===== config.mk =====
export PLATFORM = sky130hd
export DESIGN_NAME = pipe_hazard_ctrl_flat
export DESIGN_NICKNAME = d
export VERILOG_FILES = /design/src/rtl/pipe_hazard_ctrl_if.sv /design/src/rtl/pipe_hazard_ctrl.sv /design/src/flat_wrapper.sv
export SDC_FILE = /design/constraint.sdc
export NUM_CORES = 1
export LEC_CHECK = 0
export BUFFER_PORTS_ARGS = -buffer_cell sky130_fd_sc_hd__buf_2
export CAP_MARGIN = 20
export CORE_MARGIN = 1.5
export CORE_UTILIZATION = 58
export CTS_CLUSTER_SIZE = 16
export DETAILED_ROUTE_END_ITERATION = 10
export GPL_TIMING_DRIVEN = 0
export PLACE_DENSITY = 0.85
export SETUP_SLACK_MARGIN = 0.1
export SLEW_MARGIN = 20
export SYNTH_ARGS = -nofsm -noshare
export SYNTH_HDL_FRONTEND = slang
export SYNTH_SLANG_ARGS = --single-unit

===== constraint.sdc =====
create_clock -name clk -period 2.7 [get_ports clk]
set_input_delay 0.27 -clock clk [delete_from_list [all_inputs] [get_ports clk]]
set_output_delay 0.27 -clock clk [all_outputs]
set_load 0.05 [all_outputs]

===== src/rtl/pipe_hazard_ctrl_if.sv =====
// pipe_hazard_ctrl_if: hazard inputs from the pipeline stages and the register-control outputs back to them.
interface pipe_hazard_ctrl_if;
    logic [2:0]  id_rs;
    logic [2:0]  id_rd;
    logic        id_uses_rs;
    logic        id_uses_rd;
    logic        id_halt;
    logic        ex_memread;
    logic [2:0]  ex_rd;
    logic        ex_branch_taken;
    logic        mem_req;
    logic        mem_ready;
    logic        pc_we;
    logic        if_id_we;
    logic        if_id_flush;
    logic        id_ex_we;
    logic        id_ex_bubble;
    logic        ex_mem_we;
    logic        done;
    logic        mem_err;
    logic [15:0] stall_cycles;

    modport master (
        output id_rs, id_rd, id_uses_rs, id_uses_rd, id_halt, ex_memread, ex_rd,
               ex_branch_taken, mem_req, mem_ready,
        input  pc_we, if_id_we, if_id_flush, id_ex_we, id_ex_bubble, ex_mem_we,
               done, mem_err, stall_cycles
    );

    modport slave (
        input  id_rs, id_rd, id_uses_rs, id_uses_rd, id_halt, ex_memread, ex_rd,
               ex_branch_taken, mem_req, mem_ready,
        output pc_we, if_id_we, if_id_flush, id_ex_we, id_ex_bubble, ex_mem_we,
               done, mem_err, stall_cycles
    );
endinterface


===== src/rtl/pipe_hazard_ctrl.sv =====
// pipe_hazard_ctrl: per-cycle advance/hold/flush/bubble control for the 5-stage pipeline,
// with load-use stalls, branch flushes, data-memory wait timeout and halt drain.
module pipe_hazard_ctrl #(
    parameter int MEM_TIMEOUT  = 16,
    parameter int DRAIN_CYCLES = 3
) (
    input logic               clk,
    input logic               reset,
    pipe_hazard_ctrl_if.slave bus
);
    localparam int WW = $clog2(MEM_TIMEOUT);
    localparam int DW = $clog2(DRAIN_CYCLES + 1);

    typedef enum logic [2:0] {RUN, MEM_WAIT, DRAIN, HALTED, ERR} state_t;

    state_t        state;
    logic [WW-1:0] wait_cnt;
    logic [DW-1:0] drain_cnt;
    logic          mstall, lu, act, br, lus, hlt, drn, wait_last, stall_inc;

    assign mstall    = bus.mem_req & ~bus.mem_ready;
    assign lu        = bus.ex_memread & ((bus.id_uses_rs & (bus.id_rs == bus.ex_rd)) |
                                         (bus.id_uses_rd & (bus.id_rd == bus.ex_rd)));
    // act marks a cycle where the normal branch/load-use/halt priority applies
    assign act       = ((state == RUN) & ~mstall) | ((state == MEM_WAIT) & bus.mem_ready);
    assign br        = act & bus.ex_branch_taken;
    assign lus       = act & ~bus.ex_branch_taken & lu;
    assign hlt       = act & ~bus.ex_branch_taken & ~lu & bus.id_halt;
    assign drn       = state == DRAIN;
    assign wait_last = wait_cnt == WW'(MEM_TIMEOUT - 1);

    assign bus.pc_we        = act & ~lus & ~hlt;
    assign bus.if_id_we     = act & ~lus;
    assign bus.if_id_flush  = br | hlt | drn;
    assign bus.id_ex_we     = act | drn;
    assign bus.id_ex_bubble = br | lus | drn;
    assign bus.ex_mem_we    = act | (drn & ~mstall);
    assign stall_inc        = ((state == RUN) | (state == MEM_WAIT)) & ~bus.pc_we & ~br;

    always_ff @(posedge clk) begin
        if (reset) begin
            state            <= RUN;
            wait_cnt         <= '0;
            drain_cnt        <= '0;
            bus.done         <= 1'b0;
            bus.mem_err      <= 1'b0;
            bus.stall_cycles <= '0;
        end else begin
            case (state)
                RUN: begin
                    if (mstall) begin
                        wait_cnt <= WW'(1);
                        state    <= MEM_WAIT;
                    end else if (hlt) begin
                        drain_cnt <= '0;
                        state     <= DRAIN;
                    end
                end
                MEM_WAIT: begin
                    if (bus.mem_ready) begin
                        wait_cnt <= '0;
                        state    <= hlt ? DRAIN : RUN;
                        if (hlt) drain_cnt <= '0;
                    end else if (wait_last) begin
                        bus.mem_err <= 1'b1;
                        state       <= ERR;
                    end else begin
                        wait_cnt <= wait_cnt + 1'b1;
                    end
                end
                DRAIN: begin
                    if (mstall) begin
                        if (wait_last) begin
                            bus.mem_err <= 1'b1;
                            state       <= ERR;
                        end else begin
                            wait_cnt <= wait_cnt + 1'b1;
                        end
                    end else begin
                        wait_cnt  <= '0;
                        drain_cnt <= drain_cnt + 1'b1;
                        if (drain_cnt == DW'(DRAIN_CYCLES - 1)) begin
                            bus.done <= 1'b1;
                            state    <= HALTED;
                        end
                    end
                end
                default: ;
            endcase
            if (stall_inc && bus.stall_cycles != 16'hFFFF)
                bus.stall_cycles <= bus.stall_cycles + 16'd1;
        end
    end
endmodule


===== src/flat_wrapper.sv =====
// flat-port wrapper written by rule: the top's interface ports become plain ports
module pipe_hazard_ctrl_flat 
#(
    parameter int MEM_TIMEOUT  = 16,
    parameter int DRAIN_CYCLES = 3
)
  (clk, reset, bus_id_rs, bus_id_rd, bus_id_uses_rs, bus_id_uses_rd, bus_id_halt, bus_ex_memread, bus_ex_rd, bus_ex_branch_taken, bus_mem_req, bus_mem_ready, bus_pc_we, bus_if_id_we, bus_if_id_flush, bus_id_ex_we, bus_id_ex_bubble, bus_ex_mem_we, bus_done, bus_mem_err, bus_stall_cycles);
  pipe_hazard_ctrl_if bus_i ();
  input logic clk;
  input logic reset;
  input wire logic [$bits(bus_i.id_rs)-1:0] bus_id_rs;
  input wire logic [$bits(bus_i.id_rd)-1:0] bus_id_rd;
  input wire logic [$bits(bus_i.id_uses_rs)-1:0] bus_id_uses_rs;
  input wire logic [$bits(bus_i.id_uses_rd)-1:0] bus_id_uses_rd;
  input wire logic [$bits(bus_i.id_halt)-1:0] bus_id_halt;
  input wire logic [$bits(bus_i.ex_memread)-1:0] bus_ex_memread;
  input wire logic [$bits(bus_i.ex_rd)-1:0] bus_ex_rd;
  input wire logic [$bits(bus_i.ex_branch_taken)-1:0] bus_ex_branch_taken;
  input wire logic [$bits(bus_i.mem_req)-1:0] bus_mem_req;
  input wire logic [$bits(bus_i.mem_ready)-1:0] bus_mem_ready;
  output wire logic [$bits(bus_i.pc_we)-1:0] bus_pc_we;
  output wire logic [$bits(bus_i.if_id_we)-1:0] bus_if_id_we;
  output wire logic [$bits(bus_i.if_id_flush)-1:0] bus_if_id_flush;
  output wire logic [$bits(bus_i.id_ex_we)-1:0] bus_id_ex_we;
  output wire logic [$bits(bus_i.id_ex_bubble)-1:0] bus_id_ex_bubble;
  output wire logic [$bits(bus_i.ex_mem_we)-1:0] bus_ex_mem_we;
  output wire logic [$bits(bus_i.done)-1:0] bus_done;
  output wire logic [$bits(bus_i.mem_err)-1:0] bus_mem_err;
  output wire logic [$bits(bus_i.stall_cycles)-1:0] bus_stall_cycles;
  assign bus_i.id_rs = bus_id_rs;
  assign bus_i.id_rd = bus_id_rd;
  assign bus_i.id_uses_rs = bus_id_uses_rs;
  assign bus_i.id_uses_rd = bus_id_uses_rd;
  assign bus_i.id_halt = bus_id_halt;
  assign bus_i.ex_memread = bus_ex_memread;
  assign bus_i.ex_rd = bus_ex_rd;
  assign bus_i.ex_branch_taken = bus_ex_branch_taken;
  assign bus_i.mem_req = bus_mem_req;
  assign bus_i.mem_ready = bus_mem_ready;
  assign bus_pc_we = bus_i.pc_we;
  assign bus_if_id_we = bus_i.if_id_we;
  assign bus_if_id_flush = bus_i.if_id_flush;
  assign bus_id_ex_we = bus_i.id_ex_we;
  assign bus_id_ex_bubble = bus_i.id_ex_bubble;
  assign bus_ex_mem_we = bus_i.ex_mem_we;
  assign bus_done = bus_i.done;
  assign bus_mem_err = bus_i.mem_err;
  assign bus_stall_cycles = bus_i.stall_cycles;
  pipe_hazard_ctrl #(.MEM_TIMEOUT(MEM_TIMEOUT), .DRAIN_CYCLES(DRAIN_CYCLES)) u_core (.clk(clk), .reset(reset), .bus(bus_i));
endmodule

==> results.json <==
{
  "run_status": "finished, final reports clean",
  "finalSetupTns_ns": 0,
  "hold_buffers": 0,
  "grtUsageMet1": 0.309,
  "fp.dieH_um": 59.6,
  "use_met3": 0.0197,
  "grt_max_degree": 17,
  "syn2layout_area_growth_pct": 15.6,
  "worst_slack_ns": 0.303,
  "fp.dieW_um": 59.6,
  "cts_max_path_buffers": 2,
  "cts-root-buf": "clkbuf_4",
  "clk_pin_slew_ns": 0.16,
  "grt_overflow": 0,
  "clock_sinks": 27,
  "rows": 20,
  "finalCriticalPeriod_ns": 2.40,
  "clkPwrFrac": 0.189,
  "timing.critical_path.from": "u_core.state[2]",
  "vias_per_cell": 5.81,
  "drt-initial-drc-count": 104,
  "slew_violations": 0,
  "antenna_found_initial": 0,
  "slowest_stage": "a211oi_1",
  "start_util": 0.609,
  "worstHoldStart": "reset",
  "yosysTopAreaCell": "dfxtp_1",
  "synth_area_mm2": 0.00186,
  "synth-seq-cells": 27,
  "hold_viol": 0,
  "reg2reg_from": "u_core.bus.stall_cycles[0]",
  "intPower_uw": 602,
  "hpwl_um": 3040,
  "path_cells": "clkbuf_1 -> nor2_1 -> nand3b_1 -> a211oi_1 -> nor3_1 -> buf_2",
  "ys_types": 50,
  "min_path_type": "input port to flop",
  "drtAntennaViolNets": 0,
  "worst_slew_pin_slew_ns": 0.541,
  "fmax_ghz": 0.417,
  "placed_cells": 309,
  "worstPathRequired_ns": 2.43,
  "ys.flop_type": "dfxtp_1",
  "drt-total-wl_um": 4000,
  "route.detailed.drc": 0,
  "track_usage": 0.240,
  "async_reset_ff_frac": 0,
  "grt_pass1_wl_um": 6730,
  "synth_edf_count": 0,
  "seq_area_frac_synth": 0.291,
  "fin_area_mm2": 0.00215,
  "vdd_drop_max_mv": 0.392,
  "grt_use_met2": 0.435,
  "crit_path_end_kind": "output pin",
  "layout.cells.non_filler": 313,
  "n_fill_cell": 273,
  "timing.critical_path.buf_inv": 2,
  "p_per_area_mw_per_mm2": 473,
  "pin_count": 42,
  "slowest_delay_ns": 0.50,
  "core-area_mm2": 0.00305,
  "grt_pass1_vias": 1623,
  "cp_max_fo": 10,
  "first_pass_iters": 4,
  "die_area_mm2": 0.00356,
  "portBuffers": 41,
  "path_delay_family": "simple AND/OR/NAND/NOR gates",
  "via_count": 1820,
  "final_net_count": 291,
  "numCtsBuffers": 3,
  "clk_latency_ns": 0.34,
  "synth_area_leaders": "dfxtp_1, mux2_4, nor2_1",
  "globalplace.congestion": 0.830,
  "n_antenna_cell": 0,
  "dpl-instance-area_mm2": 0.00212,
  "p_leak_nw": 0.880,
  "max-cap-violations": 0,
  "critical_path_class": "flop to output pin",
  "final-setup-viol-count": 0,
  "synth_top_area_share": 0.291,
  "synth_cells": 224,
  "synth_nets": 245,
  "arrival_ns": 2.13,
  "pre_cts_ws_ns": 0.646,
  "cts_setup_buffers": 0,
  "ys_warn_count": 0,
  "syn_area_per_cell_um2": 8.31,
  "relSlewSlack": 0.637,
  "fin_skew_ns": 0.00754,
  "finalPower_mw": 1.02,
  "cts_tree": "yes",
  "cts_resized": 0,
  "period_share": 0.888,
  "grt_busiest_layer": "met2",
  "p_seq_frac": 0.423,
  "power_frac_comb": 0.388,
  "rsz0062_at_grt": "false",
  "worst_setup_path_start_kind": "flop",
  "swShare": 0.409,
  "drive_gt1_frac": 0.297,
  "h-tree-depth": 1,
  "wire_per_inst_um": 12.8,
  "p_switching_uw": 416
}
cell usage after synthesis, drive strengths merged (2+ instances only):
master	count
a21boi	2
and2	2
nand4	8
nand2b	5
a21oi	27
o211ai	5
o31ai	2
a21o	3
and4	2
clkbuf	8
nand3	8
or3	3
buf	3
nor3	4
nor2b	16
inv	4
xnor2	6
dfxtp	27
o21bai	2
o22a	2
mux2	14
nor2	27
nand3b	4
nand2	15
o22ai	2
ha	3
a211oi	6
and3	3
o21ai	2
power groups by stage:
stage,clock (mW),sequential [mW],combinational (mW)
finish,0.193,0.431,0.395
global route,0.210,0.434,0.427
CTS,0.196,0.431,0.393
detailed placement,0,0.439,0.392
global placement,0,0.439,0.389
floorplan,0,0.453,0.292
cells in the final DEF (no fill, tap or decap), types with 3 or more instances in the layout:
cell / netlist / layout
ha_1: 3 / 3
a211oi_1: 4 / 4
mux2_2: 6 / 6
a21oi_1: 20 / 20
nand3b_1: 4 / 4
nand4_1: 7 / 7
nand2_1: 15 / 15
nor2_1: 27 / 27
a21oi_2: 7 / 7
nand3_1: 8 / 8
inv_1: 4 / 4
mux2_4: 7 / 7
dfxtp_1: 27 / 27
nor2b_1: 16 / 16
clkbuf_1: 8 / 8
and3_1: 3 / 3
xnor2_1: 3 / 3
o211ai_1: 5 / 5
nor3_1: 4 / 4
nand2b_1: 5 / 5
clkbuf_4: 0 / 3
buf_2: 1 / 42
xnor2_2: 3 / 3
routing by layer:
metal  part of all wire  vias up
li1                   -      906
met1               0.46      857
met2               0.49       53
met3              0.044        4
met4             0.0062        0
met5                  0        -
sequential cells by signal (all words and copies together) (netlist names):
signal / cells
u_core.bus.done: 1
u_core.bus.stall_cycles: 16
u_core.drain_cnt: 2
u_core.wait_cnt: 4
u_core.state: 3
u_core.bus.mem_err: 1
worst reg2reg max path, delay by kind of cell (launching register included):
kind,cells,cell delay [ns]
flip-flops,1,0.46
AND/OR/NAND/NOR,2,0.53
multiplexers,1,0.30
AO/OA/AOI/OAI,2,0.34
adder cells (fa/ha/maj),1,0.20
buffers and inverters,1,0.19
path summary, 6_finish.rpt:
| check | to | slack, ns | cells after the start |
|---|---|---|---|
| worst max register to register | u_core.bus.stall_cycles[8] | 0.59 | 7 |
| worst min register to register | u_core.bus.done | 0.48 | 2 |
| worst min-delay path | u_core.bus.stall_cycles[6] | 0.34 | 3 |
| worst max-delay path | bus_pc_we | 0.30 | 6 |
cell type report:
type | instances | area, um2 | share of cell area
clock inverters | 1 | 7.51 | 0.00349
inverters | 4 | 15.0 | 0.00698
multi-input cells | 182 | 1250 | 0.582
clock buffers | 3 | 22.5 | 0.0105
well taps | 44 | 55.1 | 0.0256
plain buffers | 11 | 53.8 | 0.0250
repair buffers | 41 | 205 | 0.0954
flip-flops and latches | 27 | 541 | 0.251
metrics by stage:
step           hold WS, ns  utilization
2_1_floorplan        0.444            -
3_3_place_gp         0.445        0.695
3_5_place_dp         0.457        0.695
4_1_cts              0.331        0.705
5_1_grt              0.349        0.705
6_report             0.340        0.705
cell families after synthesis:
| logic type | Yosys count | synth area share |
|---|---|---|
| adders and majority gates | 3 | 0.0202 |
| buffers and inverters | 15 | 0.0370 |
| muxes | 14 | 0.0989 |
| xor gates and xnor gates | 6 | 0.0404 |
| and+or+nand+nor | 101 | 0.291 |
| DFF | 27 | 0.291 |
| AOI/OAI and AO/OA | 58 | 0.222 |
No activity file was read; power rests on OpenSTA's default activity.
